## config.mk

```make
export PLATFORM = sky130hd
export DESIGN_NAME = fila_escrita_registradores
export DESIGN_NICKNAME = d
export VERILOG_FILES = /design/src/rtl/fila_escrita_registradores.sv
export SDC_FILE = /design/constraint.sdc
export NUM_CORES = 1
export LEC_CHECK = 0
export ABC_AREA = 1
export CAP_MARGIN = 25
export CORE_ASPECT_RATIO = 1.75
export CORE_MARGIN = 1
export CORE_UTILIZATION = 54
export CTS_BUF_LIST = sky130_fd_sc_hd__clkbuf_8
export DETAILED_ROUTE_END_ITERATION = 8
export PLACE_DENSITY = 0.82
export SYNTH_ARGS = -nofsm -noshare
export SYNTH_HDL_FRONTEND = slang
export SYNTH_SLANG_ARGS = --single-unit
export TNS_END_PERCENT = 50
```

## constraint.sdc

```tcl
create_clock -name clk -period 3 [get_ports clk]
set_clock_uncertainty 0.2 [all_clocks]
set_input_delay 0.45 -clock clk [delete_from_list [all_inputs] [get_ports clk]]
set_output_delay 0.45 -clock clk [all_outputs]
set_load 0.03 [all_outputs]
```

## src/rtl/fila_escrita_registradores.sv

```systemverilog
// Write-back queue feeding the single register-file write port: in-order buffer of ALU/load
// results, x0 results dropped, with pending-write lookup so decode can stall on RAW hazards.
module fila_escrita_registradores #(
  parameter int PROFUNDIDADE  = 4,
  parameter int LARGURA_DADOS = 32
) (
  input  logic                            clk,
  input  logic                            reset,
  input  logic                            ula_valido,
  input  logic [4:0]                      ula_rd,
  input  logic [LARGURA_DADOS-1:0]        ula_dados,
  output logic                            ula_pronto,
  input  logic                            mem_valido,
  input  logic [4:0]                      mem_rd,
  input  logic [LARGURA_DADOS-1:0]        mem_dados,
  output logic                            mem_pronto,
  input  logic                            porta_livre,
  output logic                            escrever_registrador,
  output logic [4:0]                      registrador_escrita,
  output logic [LARGURA_DADOS-1:0]        dados_escrita,
  input  logic [4:0]                      consulta_rs1,
  input  logic [4:0]                      consulta_rs2,
  output logic                            pendente1,
  output logic                            pendente2,
  output logic [$clog2(PROFUNDIDADE):0]   ocupacao,
  output logic                            vazia
);

  localparam int PW = $clog2(PROFUNDIDADE);
  localparam int CW = PW + 1;

  logic [4:0]               fila_rd    [PROFUNDIDADE];
  logic [LARGURA_DADOS-1:0] fila_dados [PROFUNDIDADE];
  logic [PROFUNDIDADE-1:0]  fila_valida;
  logic [PW-1:0]            ptr_escrita;
  logic [PW-1:0]            ptr_leitura;

  logic                     cheia;
  logic                     aceita_mem;
  logic                     aceita_ula;
  logic                     empilha;
  logic [4:0]               rd_entrada;
  logic [LARGURA_DADOS-1:0] dados_entrada;

  // NOTE: every signal assigned in an always_comb gets a value on every path, so no latch is inferred.
  always_comb begin
    cheia         = (ocupacao == CW'(PROFUNDIDADE));
    vazia         = (ocupacao == '0);
    mem_pronto    = !cheia;
    ula_pronto    = !cheia && !mem_valido;
    aceita_mem    = mem_valido && mem_pronto;
    aceita_ula    = ula_valido && ula_pronto;
    rd_entrada    = aceita_mem ? mem_rd : ula_rd;
    dados_entrada = aceita_mem ? mem_dados : ula_dados;
    // x0 results still complete the handshake but never occupy an entry.
    empilha       = (aceita_mem || aceita_ula) && (rd_entrada != 5'd0);

    escrever_registrador = !vazia && porta_livre;
    registrador_escrita  = vazia ? '0 : fila_rd[ptr_leitura];
    dados_escrita        = vazia ? '0 : fila_dados[ptr_leitura];
  end

  // Hazard lookup covers only entries already stored; the one being accepted is not yet visible.
  always_comb begin
    pendente1 = 1'b0;
    pendente2 = 1'b0;
    for (int i = 0; i < PROFUNDIDADE; i++) begin
      if (fila_valida[i] && (fila_rd[i] == consulta_rs1)) pendente1 = 1'b1;
      if (fila_valida[i] && (fila_rd[i] == consulta_rs2)) pendente2 = 1'b1;
    end
    pendente1 = pendente1 && (consulta_rs1 != 5'd0);
    pendente2 = pendente2 && (consulta_rs2 != 5'd0);
  end

  // NOTE: sequential state uses non-blocking assignments so every register samples pre-edge values.
  always_ff @(posedge clk) begin
    if (!reset) begin
      ptr_escrita <= '0;
      ptr_leitura <= '0;
      ocupacao    <= '0;
      fila_valida <= '0;
    end else begin
      if (escrever_registrador) begin
        fila_valida[ptr_leitura] <= 1'b0;
        ptr_leitura              <= ptr_leitura + PW'(1);
      end
      if (empilha) begin
        fila_valida[ptr_escrita] <= 1'b1;
        ptr_escrita              <= ptr_escrita + PW'(1);
      end
      case ({empilha, escrever_registrador})
        2'b10:   ocupacao <= ocupacao + CW'(1);
        2'b01:   ocupacao <= ocupacao - CW'(1);
        default: ocupacao <= ocupacao;
      endcase
    end
  end

  // NOTE: payload storage has no reset; the valid bits and the count decide what is ever observed.
  always_ff @(posedge clk) begin
    if (empilha) begin
      fila_rd[ptr_escrita]    <= rd_entrada;
      fila_dados[ptr_escrita] <= dados_entrada;
    end
  end

endmodule

```

==> out/results.ini, run 1 <==
[sta]
tightest_slew_ns = 0.769
tns_ns = 0
relSlewSlack_pct = 48.7
min_period_ns = 2.72
fmax_ghz = 0.367
hold-worst-slack_ns = 0.354
setup_viol = 0
rsz0062_at_grt = no
fin_crit_sh_pct = 90.8
slew_violations = 0
report.final.hold_viol_count = 0
finalWorstSetupSlack_ns = 0.277

[detailed_routing]
num_vias = 5816
vias_per_cell = 5.69
drtIter0Drc = 440
ant_nets = 0
routedWlPerCell_um = 20.6
drc = 0
routed_wl_mm = 21.0
drtPass1Iterations = 5

[worst_setup_path]
crit_top_cell = nand2_1
cp.buffers_inverters = 2
reg2reg_slack_ns = 0.32
max_stage_delay_ns = 0.71
slowest_stage = clkdlybuf4s50_1
cp_cell_sequence = nor2_4 -> nand2_1 -> nand2_1 -> inv_1 -> clkdlybuf4s50_1
critical_path.endpoint_type = primary output
path_class = flip-flop to primary output
critPathTopFamily = buffers and inverters
cp.required_ns = 2.35
crit_fanout = 6
crit_arrival_ns = 2.07
start_kind = flip-flop

[clock_network]
cts_buffers = 17
cts_max_path_buffers = 2
cts_tree = built
insertion_delay_ns = 0.44
postCtsResizedCells = 0
htreeDepth = 4
cts_setup_buffers = 0
clock-root-buffer = clkbuf_8
clkSlewWorstSetupHoldPaths_ns = 0.10
cts_hold_buf = 0
cts.sinks = 161

[place]
io_buffers = 134
dpl-instance-area_mm2 = 0.00900
place_congestion = 1.04
hpwlAfterDp_mm = 14.9
dpl_worst_slack_ns = -0.0749
dp_cells = 990

[global_routing]
grt_max_degree = 44
grt_pass1_vias = 6046
gr-usage-all-layers_pct = 30.7
grt_pass1_wl_mm = 32.2
overflow = 0
antenna_found_initial = 0

[logic_synthesis]
ys_warn_count = 0
synth-seq-cells = 161
synthFlopType = edfxtp_1
syn-num-nets = 788
synth.avg_cell_area_um2 = 10.7
synth_cell_types = 29
synth_edf_count = 148
synthCells = 689
async_reset_ff_share_pct = 0
ys_seq_area_share_pct = 63.5
synthesis.area_mm2 = 0.00741

[power_and_ir_drop]
ir_drop_mv = 0.646
power_density_mw_per_mm2 = 896
leakagePower_nw = 3.52
total_power_mw = 8.42

[finish]
final_cell_mix = nor2_1 (154), edfxtp_1 (148), clkdlybuf4s50_1 (94)
mostFrequentLayoutCell = nor2_1
final_nets = 934
drive_gt1_share_pct = 16.4
fin_area_mm2 = 0.00940
final_cells = 1022
fin_util_pct = 70.2
area_growth_pct = 26.9
insertedDiodeCount = 0

[min_path]
min-delay-path-class = flip-flop to flip-flop

[floorplan]
fp.dieH_um = 157
rows = 56
die_w_um = 90.5
core_mm2 = 0.0134
start_util_pct = 55.3
die-area_mm2 = 0.0142
ios = 135

[flow_run]
max-cap-violations = 0

[outcome]
outcome = finished clean

## tightest hold or removal path, stage by stage (launching register included)
cell and delay (ns):
dfxtp_1 0.36, nor2_1 0.11, nor2_1 0.05
## cell usage after synthesis, types with 2 or more instances
master / instances / area, um2
inv_2: 3 / 11.3
nand2_1: 37 / 139
o22ai_1: 14 / 87.6
clkbuf_1: 16 / 60.1
buf_2: 10 / 50.1
nand3b_1: 2 / 15.0
o21ai_0: 87 / 435
inv_1: 46 / 173
mux2_2: 32 / 360
buf_1: 6 / 22.5
dfxtp_1: 13 / 260
o21ai_1: 2 / 10.0
xor2_1: 3 / 26.3
nor3_1: 2 / 10.0
a21oi_1: 69 / 345
nor2_1: 154 / 578
nand3_1: 15 / 75.1
edfxtp_1: 148 / 4440
nand4_1: 6 / 37.5
xnor2_1: 7 / 61.3
ha_1: 9 / 113
## cells by family after synthesis
logic type | Yosys count | share of synthesized area (%)
AND/OR/NAND/NOR | 221 | 12.3
AO/OA/AOI/OAI | 174 | 12.1
flip-flops | 161 | 63.5
buffers and inverters | 81 | 4.27
multiplexers | 32 | 4.87
XOR/XNOR | 10 | 1.18
adder cells (fa/ha/maj) | 10 | 1.79
## final timing paths
| kind | start | end | depth (start not counted) |
|---|---|---|---|
| worst min-delay path | ptr_escrita[1] | ptr_escrita[1] | 2 |
| worst max-delay path | ocupacao[1] | escrever_registrador | 5 |
| worst min register to register | ptr_escrita[1] | ptr_escrita[1] | 2 |
| worst max register to register | ocupacao[0] | ocupacao[2] | 16 |
## final cells by class
cell class                 count  area [um2]
clock buffer                  17         234
fill                         925        3980
inverter                      49         184
tap                          174         218
multi-input combinational    447        2380
sequential                   161        4710
clock inverter                15         168
timing repair buffer         159        1500
## registers in the layout, indices dropped and copies added (netlist names), named ones only
| name | cells |
|---|---|
| fila_rd | 20 |
| ptr_escrita | 2 |
| fila_valida | 4 |
| ptr_leitura | 2 |
| fila_dados | 128 |
| ocupacao | 3 |
## power by group
group	total (mW)	switching (mW)	internal, mW
logic	3.73	2.48	1.25
clock network	1.54	0.906	0.631
registers	3.15	0.192	2.96
total	8.42	3.58	4.84
## routing by layer
metal / global-route usage, % / wire length (um)
met5: 0 / 0
met4: 19.2 / 1040
met3: 4.98 / 1130
met2: 57.6 / 11900
met1: 31.3 / 6930
Power figures use the tool's default switching activity.
==> inputs of run 2 (changes only) <==
ABC_AREA = not set   (was 1)
==> run 2 against run 1 <==
  * Total power shrank 5.9%
  * Clock power shrank 6%
  * Sequential power is essentially flat
  * Worst hold slack lost 0.014 ns
  * Synthesized cell count shrank 39%
  * Final area shrank 2.4%
==> out/results.ini, run 2 <==
[outcome]
outcome = finished clean

[power_and_ir_drop]
power_density_mw_per_mm2 = 864
total_power_mw = 7.92
ir_drop_mv = 0.458
leakagePower_nw = 3.20

[floorplan]
ios = 135
die-area_mm2 = 0.0139
die_w_um = 89.5
core_mm2 = 0.0130
start_util_pct = 55.7
rows = 55
fp.dieH_um = 155

[logic_synthesis]
synthesis.area_mm2 = 0.00724
synth.area.top_cells = edfxtp_1 (61%), mux4_2 (12%), mux2_2 (5.8%)
synthFlopType = edfxtp_1
synth.most_common_cell = edfxtp_1
synth.largest_area_cell = edfxtp_1
synth-compound-area-share_pct = 1.75
synth_edf_count = 148
synth.avg_cell_area_um2 = 17.2
synthSimpleGateAreaFrac_pct = 6.71
synth-seq-cells = 161
synth_cell_types = 31
ys_warn_count = 0
async_reset_ff_share_pct = 0
synthCells = 422
syn-num-nets = 521
synthAdderAreaFrac_pct = 1.83
synth_top_family_by_area = multiplexers
synthTopCellsByCount = edfxtp_1 (148), nor2b_1 (39), mux2_2 (37), mux4_2 (37), xor2_1 (33)
muxShareOfSynthArea_pct = 17.4
netlist.area_leader.share_pct = 61.4
ys_seq_area_share_pct = 65.0
synthXorXnorAreaFrac_pct = 5.32

[sta]
tightest_slew_ns = 0.600
fmax_ghz = 0.350
tns_ns = 0
min_period_ns = 2.86
rsz0062_at_grt = no
relSlewSlack_pct = 60.0
finalWorstSetupSlack_ns = 0.141
report.final.hold_viol_count = 0
fin_crit_sh_pct = 95.3
setup_viol = 0
slew_violations = 0

[clock_network]
clock-root-buffer = clkbuf_8
clkSlewWorstSetupHoldPaths_ns = 0.09
cts_hold_buf = 0
cts_tree = built
insertion_delay_ns = 0.44
htreeDepth = 4
cts.sinks = 161
cts_setup_buffers = 0
cts_buffers = 17
cts_max_path_buffers = 2

[worst_setup_path]
reg2reg_from = ocupacao[0]
start_kind = input pin
slowest_stage = clkdlybuf4s50_1
cp_cell_sequence = clkdlybuf4s50_1 -> xor2_1 -> nor4_1 -> nand3_1 -> nand4_1 -> o21a_1 -> buf_4
critPathTopFamily = buffers and inverters
path_class = input pin to primary output
max_stage_delay_ns = 0.59
reg2reg_slack_ns = 0.43
crit_arrival_ns = 2.21
critical_path.endpoint_type = primary output
cp.buffers_inverters = 2
r2r-end = ocupacao[2]
crit_fanout = 5
rr_worst_depth = 9
cp.required_ns = 2.35

[global_routing]
grt_pass1_vias = 4516
gr-usage-all-layers_pct = 23.3
grt_max_degree = 39
grt_pass1_wl_mm = 23.0
antenna_found_initial = 0
overflow = 0

[detailed_routing]
drtIter0Drc = 180
ant_nets = 0
drtPass1Iterations = 4
drc = 0
routedWlPerCell_um = 19.8
num_vias = 4153
vias_per_cell = 5.54
routed_wl_mm = 14.9

[finish]
final_nets = 665
mostFrequentLayoutCell = edfxtp_1
insertedDiodeCount = 0
final_cells = 750
largest_reg_flops = 128
final_cell_mix = edfxtp_1 (148), clkdlybuf4s50_1 (94), nor2b_1 (39)
drive_gt1_share_pct = 24.0
largest_registers = fila_dados (128), fila_rd (20), fila_valida (4)
regMostFlops = fila_dados
area_growth_pct = 26.7

[place]
place_congestion = 0.930
dp_cells = 718
dpl_worst_slack_ns = -0.284
io_buffers = 134
hpwlAfterDp_mm = 10.2

[min_path]
min_from = ocupacao[2]
worstHoldEndpoint = ocupacao[2]
holdPathStages = 2
min-delay-path-class = flip-flop to flip-flop

[flow_run]
max-cap-violations = 0

-- run 2: report_power, final --
part	switching (mW)	internal [mW]	leakage [nW]	total, mW
Sequential	0.176	3.01	1.48	3.18
Combinational	1.91	1.38	1.53	3.29
Clock	0.839	0.613	0.189	1.45
-- run 2: worst max path at each step --
stage                                from              endpoint  slack (ns)  cells past startpoint
after CTS                     ocupacao[0]  escrever_registrador        0.08                      4
after global placement          ula_rd[0]           ocupacao[2]       -0.24                     11
after floorplan                 ula_rd[0]           ocupacao[2]        0.17                     10
after global routing            ula_rd[0]           ocupacao[2]       0.005                     11
final                     consulta_rs2[4]             pendente2        0.14                      7
after detailed placement        ula_rd[0]           ocupacao[2]       -0.28                     11
-- run 2: worst register-to-register path, delay by kind of cell, from the launching register on --
family	cells	cell delay (ns)
flip-flops	1	0.46
buffers and inverters	2	0.29
adder cells (fa/ha/maj)	2	0.59
AO/OA/AOI/OAI	1	0.12
AND/OR/NAND/NOR	3	0.68
XOR/XNOR	1	0.17
-- run 2: per-stage QoR --
stage                     utilization [%]  hold slack, ns  instance area [um2]
after floorplan                         -           0.269                 7240
after global placement               67.9           0.282                 8830
after detailed placement             67.9           0.325                 8830
after CTS                            70.5           0.336                 9170
after global routing                 70.5           0.369                 9170
final                                70.5           0.340                 9170
-- run 2: final cells by class --
cell class	count	area, um2
clock buffer	17	234
tap	171	214
fill	852	3840
inverter	9	33.8
clock inverter	15	140
multi-input combinational	225	2390
sequential	161	4710
timing repair buffer	152	1450
-- run 2: what timing repair did --
| action | 4_1_cts | 5_1_grt |
|---|---|---|
| pin swaps | 0 | 1 |
| resized for setup | 32 | 2 |
| hold endpoints to repair | 0 | 0 |
| endpoints found under the setup margin | 32 | 2 |
-- run 2: logic make-up after synthesis --
kind of cell               after synthesis
AOI/OAI and AO/OA                       17
muxes                                   75
DFF                                    161
and+or+nand+nor                         79
xor gates and xnor gates                44
adders and majority gates               10
buffers and inverters                   36
-- run 2: metal layers --
metal	wire length (um)	track usage (%)	vias to the layer above
met1	5400	24.8	2111
met3	592	4.56	23
li1	-	-	1893
met2	8500	43.6	126
met5	0	0	-
met4	355	9.30	0
